<file path="config.mk">
export PLATFORM = sky130hd
export DESIGN_NAME = nonce_cycle_sequencer_flat
export DESIGN_NICKNAME = d
export VERILOG_FILES = /design/src/rtl/nonce_cycle_sequencer_if.sv /design/src/rtl/nonce_cycle_sequencer.sv /design/src/flat_wrapper.sv
export SDC_FILE = /design/constraint.sdc
export NUM_CORES = 1
export LEC_CHECK = 0
export CAP_MARGIN = 20
export CORE_MARGIN = 2
export CORE_UTILIZATION = 30
export CTS_CLUSTER_DIAMETER = 40
export CTS_CLUSTER_SIZE = 10
export DETAILED_ROUTE_END_ITERATION = 16
export SYNTH_ARGS = -nofsm -noshare
export SYNTH_HDL_FRONTEND = slang
export SYNTH_SLANG_ARGS = --single-unit
</file>
<file path="constraint.sdc">
create_clock -name clk -period 1.95 [get_ports clk]
set_input_delay 0.195 -clock clk [delete_from_list [all_inputs] [get_ports clk]]
set_output_delay 0.195 -clock clk [all_outputs]
set_load 0.005 [all_outputs]
</file>
<file path="src/rtl/nonce_cycle_sequencer_if.sv">
// nonce_cycle_sequencer_if: bundle between the round/nonce sequencer and the hash datapath
interface nonce_cycle_sequencer_if;
    logic        solveEn;
    logic [5:0]  cycle;
    logic [31:0] nonce;
    logic        passStart;
    logic        passLast;
    logic        exhausted;

    modport master (
        output solveEn,
        input  cycle, nonce, passStart, passLast, exhausted
    );

    modport slave (
        input  solveEn,
        output cycle, nonce, passStart, passLast, exhausted
    );
endinterface

</file>
<file path="src/rtl/nonce_cycle_sequencer.sv">
// nonce_cycle_sequencer: steps the SHA-256 round index and advances the candidate nonce once per pass
module nonce_cycle_sequencer #(
    parameter logic [31:0] NONCE_START = 32'd0,
    parameter logic [31:0] NONCE_STEP  = 32'd1,
    parameter int          ROUNDS      = 64
) (
    input  logic                    clk,
    input  logic                    clearCounter,
    nonce_cycle_sequencer_if.slave  bus
);
    localparam logic [5:0] LAST = 6'(ROUNDS - 1);

    logic [5:0]  cycle_q;
    logic [31:0] nonce_q;
    logic        exhausted_q;
    logic        advance;
    logic        at_last;
    logic [32:0] next_sum;

    always_comb begin
        advance  = bus.solveEn && !exhausted_q;
        at_last  = cycle_q == LAST;
        next_sum = {1'b0, nonce_q} + {1'b0, NONCE_STEP};
    end

    // The nonce moves on the same edge the round index wraps, so it is stable for a whole pass.
    always_ff @(posedge clk) begin
        if (clearCounter) begin
            cycle_q     <= '0;
            nonce_q     <= NONCE_START;
            exhausted_q <= 1'b0;
        end else if (advance) begin
            cycle_q <= at_last ? 6'd0 : cycle_q + 6'd1;
            if (at_last) begin
                nonce_q     <= next_sum[31:0];
                exhausted_q <= next_sum[32];
            end
        end
    end

    assign bus.cycle     = cycle_q;
    assign bus.nonce     = nonce_q;
    assign bus.exhausted = exhausted_q;
    assign bus.passStart = advance && cycle_q == 6'd0;
    assign bus.passLast  = advance && at_last;
endmodule

</file>
<file path="src/flat_wrapper.sv">
// flat-port wrapper written by rule: the top's interface ports become plain ports
module nonce_cycle_sequencer_flat 
#(
    parameter logic [31:0] NONCE_START = 32'd0,
    parameter logic [31:0] NONCE_STEP  = 32'd1,
    parameter int          ROUNDS      = 64
)
  (clk, clearCounter, bus_solveEn, bus_cycle, bus_nonce, bus_passStart, bus_passLast, bus_exhausted);
  nonce_cycle_sequencer_if bus_i ();
  input  logic clk;
  input  logic clearCounter;
  input wire logic [$bits(bus_i.solveEn)-1:0] bus_solveEn;
  output wire logic [$bits(bus_i.cycle)-1:0] bus_cycle;
  output wire logic [$bits(bus_i.nonce)-1:0] bus_nonce;
  output wire logic [$bits(bus_i.passStart)-1:0] bus_passStart;
  output wire logic [$bits(bus_i.passLast)-1:0] bus_passLast;
  output wire logic [$bits(bus_i.exhausted)-1:0] bus_exhausted;
  assign bus_i.solveEn = bus_solveEn;
  assign bus_cycle = bus_i.cycle;
  assign bus_nonce = bus_i.nonce;
  assign bus_passStart = bus_i.passStart;
  assign bus_passLast = bus_i.passLast;
  assign bus_exhausted = bus_i.exhausted;
  nonce_cycle_sequencer #(.NONCE_START(NONCE_START), .NONCE_STEP(NONCE_STEP), .ROUNDS(ROUNDS)) u_core (.clk(clk), .clearCounter(clearCounter), .bus(bus_i));
endmodule
</file>
==> out/results.md, run 1 <==
| Parameter | This run | Unit |
|:---|:---|:---|
| Outcome | finished clean | - |
| Number of nets still failing antenna checks after routing | 0 | - |
| Final standard cell area without fillers | 0.00289 | mm² |
| Sequential-to-total area share from yosys stat | 0.394 | - |
| Width of the die | 85.3 | µm |
| Total routed wirelength | 5340 | µm |
| Power per Cell Area | 510 | mW/mm² |
| Dominant combinational cell family by area after synthesis | simple AND/OR/NAND/NOR gates | - |
| CTS tree | done | - |
| Data arrival time at the worst-slack endpoint | 1660 | ps |
| Average routed wire per standard cell | 13.9 | µm |
| Number of distinct standard cells referenced by the synthesized netlist | 35 | - |
| Post-place instance area | 0.00269 | mm² |
| Clock insertion delay at the later pin of the skew report | 290 | ps |
| Post-Place Setup Slack | -70.9 | ps |
| Number of setup violations in the final report | 0 | - |
| Final net count | 313 | - |
| Lkg Pwr | 1.06 | nW |
| Top cell types by occurrence after synthesis | 39 x dfxtp_1, 23 x a21oi_1, 16 x nand2_1 | - |
| Final Hold Slack | 516 | ps |
| Kind of capture point of the worst setup path | output port | - |
| Clock Skews | 3.50 | ps |
| CTS Buf Count | 5 | - |
| Multiplexer share of the synthesized area | 0.0221 | - |
| Net count after synthesis | 236 | - |
| Count of buffers from port buffering | 43 | - |
| Highest clock frequency the design can meet | 538 | MHz |
| Combined global-route utilization of all metal layers | 0.142 | - |
| Layout cell share with drive strength beyond 1 | 0.218 | - |
| Class of the worst hold path | flip-flop to flip-flop | - |
| Path type of the worst setup path | flip-flop to output port | - |
| Number of cells on the worst reg-to-reg path | 7 | - |
| Clock sink total | 39 | - |
| Area of the die | 0.00728 | mm² |
| Clock tree root buffer cell | clkbuf_8 | - |
| Remaining routing DRC violations | 0 | - |
| Smallest setup slack after layout | 92.7 | ps |
| Remaining global-route overflow | 0 | - |
| Worst Tran Pin Value | 433 | ps |
| Total power draw | 1.47 | mW |
| R2r endpoint | u_core.bus.nonce[24] | - |
| Max-cap violations | 0 | - |
| Initial Utilization | 0.311 | - |
| Top cells by area in the synthesized netlist | dfxtp_1 39%, a21oi_1 5.8%, o31ai_1 5.3% | - |
| Number of non-filler instances in the completed layout | 385 | - |
| Category of the worst setup path launch point | flip-flop | - |
| Simple-gate portion of the synthesized area | 0.319 | - |
| Reg-to-reg startpoint | u_core.bus.cycle[0] | - |
| RePlAce Congestion | 0.753 | - |
| Register clock-pin slew on the reported worst setup and hold paths | 70 | ps |
| WHS Endpoint | u_core.bus.nonce[9] | - |
| Floorplan core area | 0.00639 | mm² |
| Boundary Pins | 44 | - |
| Synth Area in XOR/XNOR | 0.0442 | - |
| Launch point of the worst hold path | u_core.bus.nonce[9] | - |
| Final period util | 0.952 | - |
| Buffers from clock root to sink, at most | 2 | - |
| Vias | 2,044 | - |
| Required time of the worst setup path | 1750 | ps |
| Synthesis-to-finish area growth | 45.7 | % |
| Top FF cell, synth | dfxtp_1 | - |
| Post-route setup TNS | 0 | ps |
| Wire length of the first global-routing pass | 8410 | µm |
| Row count | 29 | - |
| Area of the mapped netlist | 0.00198 | mm² |
| Most numerous cell in the Yosys netlist | dfxtp_1 | - |
| H-tree lvl count | 2 | - |
| Hold Fails Final Rpt | 0 | - |
| Proportion of register bits with asynchronous set or reset after synthesis | 0 | - |
| Vias per Instance | 5.31 | - |
| Via count of the first global-routing pass | 1,824 | - |
| DRC marker count from the first detailed-route iteration | 108 | - |
| Area share of the largest cell type after synthesis | 0.394 | - |
| Mapped Avg Cell Area | 8.62 | µm² |
| Adder and majority cell fraction of the synthesized area | 0.0189 | - |
| Complex-gate fraction of the synthesized area | 0.149 | - |
| Register bit total from synthesis | 39 | - |
| Synthesis warning total | 0 | - |
| Number of filler instances in the final layout | 630 | - |
| Maximum number of pins on one net before global-route repair | 25 | - |
| Worst reg2reg setup slack | 100 | ps |
| Antenna violations before repair | 0 | - |
| Core Util, Final | 0.452 | - |
| Antenna diode count | 0 | - |
| Final number of max-transition violations | 0 | - |
| Final worst path period need | 1860 | ps |
| Max-slew headroom at the worst pin | 0.711 | - |
| Die extent in y | 85.3 | µm |
| Synth area leader | dfxtp_1 | - |
| Largest driver fanout on the critical path | 4 | - |
| Hpwl dp | 3680 | µm |
| Post-CTS Hold Fix Bufs | 0 | - |
| WHS Path Cells | 2 | - |
| Detailed-routing iteration count for the pre-antenna-repair pass | 4 | - |
| EDFF count, synth | 0 | - |
| Number of instances in the placed design | 370 | - |
| Gate count of the mapped netlist | 230 | - |
| Max VDD drop | 238 | µV |
==> per-layer routing <==
layer  vias up  routed length [µm]  track usage
met5         -                   0            0
met2        45                2450        0.225
met1       965                2590        0.191
met4         0                  62       0.0476
li1       1028                   -            -
met3         6                 229       0.0321
==> cell type report <==
cell class	count	area, µm²	share of cell area
inverter	5	18.8	0.00650
clock buffer	8	100	0.0346
tap	77	96.3	0.0333
multi-input combinational	171	1140	0.394
sequential	39	783	0.271
timing repair buffer	85	753	0.261
==> how the worst max path moves through the flow <==
stage | startpoint | end | slack (ps)
2_1_floorplan | u_core.bus.cycle[0] | u_core.bus.nonce[31] | 60
3_3_place_gp | bus_solveEn | u_core.bus.nonce[30] | -60
3_5_place_dp | bus_solveEn | u_core.bus.nonce[20] | -70
4_1_cts | u_core.bus.cycle[0] | bus_passLast | 2
5_1_grt | u_core.bus.cycle[0] | u_core.bus.nonce[27] | -5
6_report | u_core.bus.cycle[2] | bus_passStart | 90
==> worst max-delay path, stage by stage (launching register included) <==
cell             delay (ps)
dfxtp_1                 310
buf_4                   140
nor4_1                  240
and3_1                  180
clkdlybuf4s50_1         500
==> cell families (layout without fill, tap and decap cells) <==
logic type / count (synthesis) / in the layout
muxes: 4 / 4
buffers and inverters: 21 / 98
adders and majority gates: 3 / 3
AOI/OAI and AO/OA: 49 / 49
and+or+nand+nor: 104 / 105
xor gates and xnor gates: 10 / 10
DFF: 39 / 39
==> power by group <==
group / leakage [nW] / internal [mW] / total (mW) / switching (mW)
registers: 0.315 / 0.801 / 0.803 / 0.00252
logic: 0.690 / 0.0352 / 0.0684 / 0.0332
clock network: 0.0515 / 0.323 / 0.603 / 0.280
total: 1.06 / 1.16 / 1.47 / 0.315
==> placed cells by master, fill, tap and decap left out, types with 2 or more instances in the layout <==
cell type | netlist | routed
clkdlybuf4s50_1 | 0 | 42
buf_4 | 4 | 39
dfxtp_1 | 39 | 37
a21oi_1 | 23 | 22
nand2_1 | 16 | 16
nand4_1 | 14 | 14
nor2_1 | 14 | 14
or4_1 | 14 | 13
o31ai_1 | 14 | 13
and3_1 | 9 | 8
o21ai_0 | 8 | 8
xor2_1 | 8 | 8
nand3_1 | 7 | 7
or3_1 | 7 | 7
clkbuf_8 | 0 | 7
inv_1 | 5 | 5
and4_1 | 6 | 5
nor2b_1 | 4 | 4
nor4_1 | 4 | 3
nor3_1 | 3 | 3
nand4_2 | 2 | 3
mux2_2 | 3 | 3
xnor2_1 | 2 | 2
ha_1 | 3 | 2
buf_6 | 1 | 2
dfxtp_2 | 0 | 2
==> what timing repair did <==
| action | CTS | global route |
|---|---|---|
| setup buffers | 1 | 4 |
| setup endpoints to repair | 1 | 19 |
| pin swaps | 1 | 6 |
| gates resized for setup | 1 | 11 |
| gates cloned | 0 | 2 |
==> state kept, by name, summed over array words and instances (netlist names) <==
name and flops:
u_core.bus.cycle 6, u_core.bus.exhausted 1, u_core.bus.nonce 32
Note: power is estimated with default switching activity, not from simulation.
==> run 2: changes to the inputs <==
- CORE_UTILIZATION: 30 -> 35
- SLEW_MARGIN: default -> 10
==> out/results.md, run 2 (synthesis gave the netlist of run 1 again) <==
| Parameter | This run | Unit | Change |
|:---|:---|:---|:---|
| Launch point of the worst hold path | u_core.bus.nonce[12] | - |  |
| Post-place instance area | 0.00264 | mm² | -2.2% |
| Remaining global-route overflow | 0 | - | unchanged |
| Final period util | 0.937 | - | -0.0150 |
| Final worst path period need | 1830 | ps | -29.2 ps |
| Total power draw | 1.58 | mW | +7.1% |
| Combined global-route utilization of all metal layers | 0.168 | - | +0.0260 |
| Relative contribution of the clock network to total power | 0.451 | - | +0.042 |
| Layout cell share with drive strength beyond 1 | 0.176 | - | -0.0419 |
| Crit path max-delay cell type | dfxtp_1 | - |  |
| Detailed-routing iteration count for the pre-antenna-repair pass | 4 | - | unchanged |
| Delay of the slowest critical-path stage | 500 | ps | about the same |
| Required time of the worst setup path | 2180 | ps | +430 ps |
| R2r endpoint | u_core.bus.nonce[23] | - |  |
| Data arrival time at the worst-slack endpoint | 2060 | ps | +400 ps |
| Via count of the first global-routing pass | 1,806 | - | -0.99% |
| Vias per Instance | 5.36 | - | +0.88% |
| RSZ-0062 raised after global routing | no | - |  |
| Clock Skews | 8.17 | ps | +4.67 ps |
| CTS Buf Count | 5 | - | unchanged |
| DRC marker count from the first detailed-route iteration | 89 | - | -18% |
| Hold Fails Final Rpt | 0 | - | unchanged |
| Initial Utilization | 0.362 | - | +0.0518 |
| Row count | 27 | - | -6.9% |
| Width of the die | 79.3 | µm | -7.1% |
| Wire length of the first global-routing pass | 8360 | µm | -0.58% |
| Count of buffers from port buffering | 43 | - | unchanged |
| Post-route setup TNS | 0 | ps | unchanged |
| Register share of total power | 0.509 | - | -0.036 |
| Remaining routing DRC violations | 0 | - | unchanged |
| RePlAce Congestion | 0.752 | - | about the same |
| Power share of the combinational group | 0.041 | - | -0.005 |
| Worst reg2reg setup slack | 120 | ps | +20 ps |
| Area of the die | 0.00628 | mm² | -14% |
| Floorplan core area | 0.00547 | mm² | -14% |
| Die extent in y | 79.3 | µm | -7.1% |
| Final number of max-transition violations | 0 | - | unchanged |
| Number of setup violations in the final report | 0 | - | unchanged |
| Lkg Pwr | 1.03 | nW | -3.0% |
| Path type of the worst setup path | flip-flop to flip-flop | - |  |
| Buffers from clock root to sink, at most | 2 | - | unchanged |
| WHS Endpoint | u_core.bus.nonce[12] | - |  |
| Number of nets still failing antenna checks after routing | 0 | - | unchanged |
| Max VDD drop | 331 | µV | +39% |
| CTS tree | done | - |  |
| WHS Path Cells | 2 | - | unchanged |
| Power per Cell Area | 562 | mW/mm² | +10% |
| NetSw | 0.334 | mW | +6.1% |
| Average routed wire per standard cell | 13.5 | µm | -2.7% |
| CP cell instances | and4b_4, nand4_1, buf_4, or4_1, a21oi_1 | - |  |
| Vias | 1,971 | - | -3.6% |
| Largest driver fanout on the critical path | 12 | - | +8 |
| Synthesis-to-finish area growth | 41.8 | % |  |
| Max-cap violations | 0 | - | unchanged |
| Worst Tran Pin Value | 563 | ps | +130 ps |
| Clock tree root buffer cell | clkbuf_8 | - |  |
| Net switching share of the total power | 0.212 | - | -0.00210 |
| Boundary Pins | 44 | - | unchanged |
| Maximum number of pins on one net before global-route repair | 25 | - | unchanged |
| Clock sink total | 39 | - | unchanged |
| Kind of capture point of the worst setup path | flip-flop | - |  |
| Category of the worst setup path launch point | flip-flop | - |  |
| Internal power component | 1.24 | mW | +7.4% |
| Most used cells in the layout excluding fill and tap cells | 41 x clkdlybuf4s50_1, 38 x dfxtp_1, 30 x buf_4 | - |  |
| Hpwl dp | 3490 | µm | -5.2% |
| Post-CTS Hold Fix Bufs | 0 | - | unchanged |
| Antenna violations before repair | 0 | - | unchanged |
| Commonest non-fill, non-tap cell in the layout | clkdlybuf4s50_1 | - |  |
| Class of the worst hold path | flip-flop to flip-flop | - |  |
| Outcome | finished clean | - |  |
| Total routed wirelength | 4970 | µm | -7.0% |
| Final net count | 301 | - | -3.8% |
| Number of cells on the worst reg-to-reg path | 5 | - | -2 |
| Final standard cell area without fillers | 0.00281 | mm² | -2.7% |
| Antenna diode count | 0 | - | unchanged |
| Reg-to-reg startpoint | u_core.bus.cycle[2] | - |  |
| Flip-flop count of the largest register after layout | 32 | - | unchanged |
| Highest clock frequency the design can meet | 547 | MHz | +1.6% |
| Clock insertion delay at the later pin of the skew report | 290 | ps | about the same |
| Final Hold Slack | 503 | ps | -12.6 ps |
| Max-slew headroom at the worst pin | 0.624 | - | -0.0870 |
| H-tree lvl count | 2 | - | unchanged |
| Register clock-pin slew on the reported worst setup and hold paths | 80 | ps | about the same |
-- run 2: cell types whose count changed in the layout (fill, tap and decap cells not counted), sizes merged --
cell,change
and4b,+1
clkdlybuf4s50,-1
clkinv,+1
bufinv,+1
clkbuf,-2
buf,-12
nand4,-1
dlymetal6s2s,+1
-- run 2: how the worst max path moves through the flow --
stage                             start                   end  slack, ps
CTS                 u_core.bus.cycle[1]          bus_passLast        -10
detailed placement          bus_solveEn  u_core.bus.nonce[23]        -80
global placement            bus_solveEn  u_core.bus.nonce[27]        -60
global route        u_core.bus.cycle[2]  u_core.bus.nonce[23]         20
finish              u_core.bus.cycle[2]  u_core.bus.nonce[23]        120
floorplan           u_core.bus.cycle[0]  u_core.bus.nonce[31]         60
-- run 2: power groups by stage --
stage	Combinational (mW)	Sequential [mW]	Clock (mW)
after floorplan	0.0276	0.823	0
after global placement	0.0637	0.821	0
after detailed placement	0.0640	0.821	0
after CTS	0.0646	0.802	0.723
after global routing	0.0729	0.804	0.754
final	0.0642	0.803	0.712
-- run 2: final cells by class --
cell class | instances | area, µm²
fillers | 552 | 2660
multi-input cells | 171 | 1140
flip-flops and latches | 39 | 785
repair buffers | 73 | 661
well taps | 72 | 90.1
clock buffers | 6 | 82.6
clock inverters | 2 | 35.0
inverters | 5 | 18.8
-- run 2: routing by layer --
| metal | wire length [µm] | GRT usage | up-vias |
|---|---|---|---|
| li1 | - | - | 1000 |
| met1 | 2320 | 0.212 | 914 |
| met2 | 2350 | 0.286 | 48 |
| met3 | 209 | 0.0375 | 9 |
| met4 | 87 | 0.0517 | 0 |
| met5 | 0 | 0 | - |
-- run 2: per-stage QoR --
| step | setup slack, ps | instances | util |
|---|---|---|---|
| final | 122 | 368 | 0.514 |
| after global routing | 17.1 | 368 | 0.514 |
| after CTS | -11.9 | 367 | 0.506 |
| after detailed placement | -76.8 | 358 | 0.481 |
| after global placement | -60.1 | 358 | 0.481 |
| after floorplan | 64.2 | 230 | - |
-- run 2: timing repair --
item                       in CTS  in global routing
buffers inserted                1                  1
setup endpoints to repair       2                 16
gates cloned                    0                  1
pin swaps                       0                  1
gates resized for setup         3                  8
-- run 2: critical path: cells and delay by family (launching register included) --
family	cells	cell delay, ps
buffers and inverters	1	190
AO/OA/AOI/OAI	1	140
AND/OR/NAND/NOR	3	940
flip-flops	1	500
==> run 3: changes to the inputs <==
- RECOVER_POWER: default -> 50
==> out/results.md, run 3 (synthesis gave the netlist of run 1 again) <==
| Parameter | This run | Unit | Change |
|:---|:---|:---|:---|
| Remaining global-route overflow | 0 | - | unchanged |
| Max VDD drop | 330 | µV | about the same |
| CP top delay family | simple AND/OR/NAND/NOR gates | - |  |
| Combined buffer and inverter count along the critical path | 1 | - | unchanged |
| Hold Fails Final Rpt | 0 | - | unchanged |
| Total routed wirelength | 4930 | µm | -0.62% |
| RSZ-0062 raised after global routing | no | - |  |
| Crit path max-delay cell type | or4_1 | - |  |
| Largest driver fanout on the critical path | 12 | - | unchanged |
| Category of the worst setup path launch point | flip-flop | - |  |
| CTS Buf Count | 5 | - | unchanged |
| Number of filler instances in the final layout | 553 | - | +0.18% |
| Width of the die | 79.3 | µm | unchanged |
| Number of nets still failing antenna checks after routing | 0 | - | unchanged |
| Most used cells in the layout excluding fill and tap cells | 38 x dfxtp_1, 31 x dlygate4sd3_1, 29 x buf_4 | - |  |
| Register clock-pin slew on the reported worst setup and hold paths | 80 | ps | about the same |
| Row count | 27 | - | unchanged |
| Combined global-route utilization of all metal layers | 0.168 | - | unchanged |
| Boundary Pins | 44 | - | unchanged |
| Number of non-filler instances in the completed layout | 368 | - | unchanged |
| Required time of the worst setup path | 2180 | ps | about the same |
| Synthesis-to-finish area growth | 41.6 | % | about the same |
| Clock insertion delay at the later pin of the skew report | 290 | ps | about the same |
| Number of setup violations in the final report | 0 | - | unchanged |
| Area occupied by registers | 785 | µm² | unchanged |
| Final worst path period need | 1830 | ps | -2.19 ps |
| Clock Skews | 8.31 | ps | +0.140 ps |
| Commonest non-fill, non-tap cell in the layout | dfxtp_1 | - |  |
| Post-CTS Hold Fix Bufs | 0 | - | unchanged |
| RePlAce Congestion | 0.752 | - | unchanged |
| Vias | 1,973 | - | +0.10% |
| Die extent in y | 79.3 | µm | unchanged |
| DRC marker count from the first detailed-route iteration | 76 | - | -15% |
| Class of the worst hold path | flip-flop to flip-flop | - |  |
| Flip-flop count of the largest register after layout | 32 | - | unchanged |
| Initial Utilization | 0.362 | - | unchanged |
| Final number of max-transition violations | 0 | - | unchanged |
| Multi-input gate area in the final layout | 0.00114 | mm² | unchanged |
| Layout cell share with drive strength beyond 1 | 0.176 | - | unchanged |
| Detailed-routing iteration count for the pre-antenna-repair pass | 4 | - | unchanged |
| Average routed wire per standard cell | 13.4 | µm | -0.62% |
| Vias per Instance | 5.36 | - | +0.10% |
| Clock tree root buffer cell | clkbuf_8 | - |  |
| H-tree lvl count | 2 | - | unchanged |
| Power per Cell Area | 562 | mW/mm² | about the same |
| Antenna violations before repair | 0 | - | unchanged |
| Hpwl dp | 3490 | µm | unchanged |
| Outcome | finished clean | - |  |
| Max-slew headroom at the worst pin | 0.618 | - | -0.00616 |
| Wire length of the first global-routing pass | 8360 | µm | unchanged |
| Clock sink total | 39 | - | unchanged |
| Antenna diode count | 0 | - | unchanged |
| Area of the die | 0.00628 | mm² | unchanged |
| Lkg Pwr | 1.13 | nW | +10% |
| Floorplan core area | 0.00547 | mm² | unchanged |
| Final net count | 301 | - | unchanged |
| Core Util, Final | 0.513 | - | about the same |
| Via count of the first global-routing pass | 1,806 | - | unchanged |
| Kind of capture point of the worst setup path | flip-flop | - |  |
| Number of instances in the placed design | 358 | - | unchanged |
| Smallest setup slack after layout | 124 | ps | +2.19 ps |
| Data arrival time at the worst-slack endpoint | 2060 | ps | about the same |
| CP cell instances | ha_4, and4b_4, nand4_1, buf_4, or4_1, a21oi_1 | - |  |
| Path type of the worst setup path | flip-flop to flip-flop | - |  |
| CTS tree | done | - |  |
| Buffers from clock root to sink, at most | 2 | - | unchanged |
| Delay of the slowest critical-path stage | 460 | ps | -40 ps |
| Total power draw | 1.58 | mW | about the same |
| Count of buffers from port buffering | 43 | - | unchanged |
| Highest clock frequency the design can meet | 548 | MHz | +0.12% |
| Max-cap violations | 0 | - | unchanged |
| Remaining routing DRC violations | 0 | - | unchanged |
| Maximum number of pins on one net before global-route repair | 25 | - | unchanged |
| Worst Tran Pin Value | 572 | ps | +9.11 ps |
| Final period util | 0.936 | - | -0.00112 |
| Post-Place Setup Slack | -76.8 | ps | unchanged |
==> run 3: layout make-up <==
class                   count  area share
well taps                  72      0.0321
repair buffers             73       0.234
clock buffers               6      0.0294
inverters                   5     0.00668
flip-flops and latches     39       0.279
clock inverters             2      0.0125
multi-input cells         171       0.406
==> run 3: timing repair <==
action,4_1_cts,5_1_grt
endpoints found under the hold margin,0,0
pin swaps,0,1
gates cloned,0,1
setup buffers,1,1
setup endpoints to repair,2,16
gates resized for setup,3,8
==> run 3: worst paths after layout <==
check             slack [ps]                   end            startpoint  depth (start not counted)
setup / recovery         120  u_core.bus.nonce[23]   u_core.bus.cycle[0]                          6
hold / removal           500  u_core.bus.nonce[12]  u_core.bus.nonce[12]                          2
setup reg to reg         120  u_core.bus.nonce[23]   u_core.bus.cycle[0]                          6
hold reg to reg          500  u_core.bus.nonce[12]  u_core.bus.nonce[12]                          2
==> run 3: through the flow <==
| step | hold slack [ps] | TNS [ps] | cell area, µm² |
|---|---|---|---|
| floorplan | 439 | 0 | 1980 |
| global route | 530 | 0 | 2810 |
| detailed placement | 495 | -336 | 2640 |
| CTS | 507 | -11.9 | 2770 |
| global placement | 487 | -136 | 2640 |
| finish | 500 | 0 | 2810 |
==> run 3: worst min-delay path, stage by stage, from the launching register on <==
cell,delay [ps]
dfxtp_1,330
o31ai_1,70
a21oi_1,60
==> run 3: where the power goes <==
part           leakage (nW)  total (mW)  switching, mW  internal, mW
Combinational         0.756      0.0633         0.0323        0.0310
Sequential            0.315       0.803        0.00481         0.798
Clock                0.0612       0.712          0.297         0.414
==> run 3: routing by layer <==
layer,vias up,global-route usage,part of all wire
li1,1004,-,-
met1,912,0.212,0.46
met2,48,0.286,0.48
met3,9,0.0375,0.042
met4,0,0.0517,0.018
met5,-,0,0
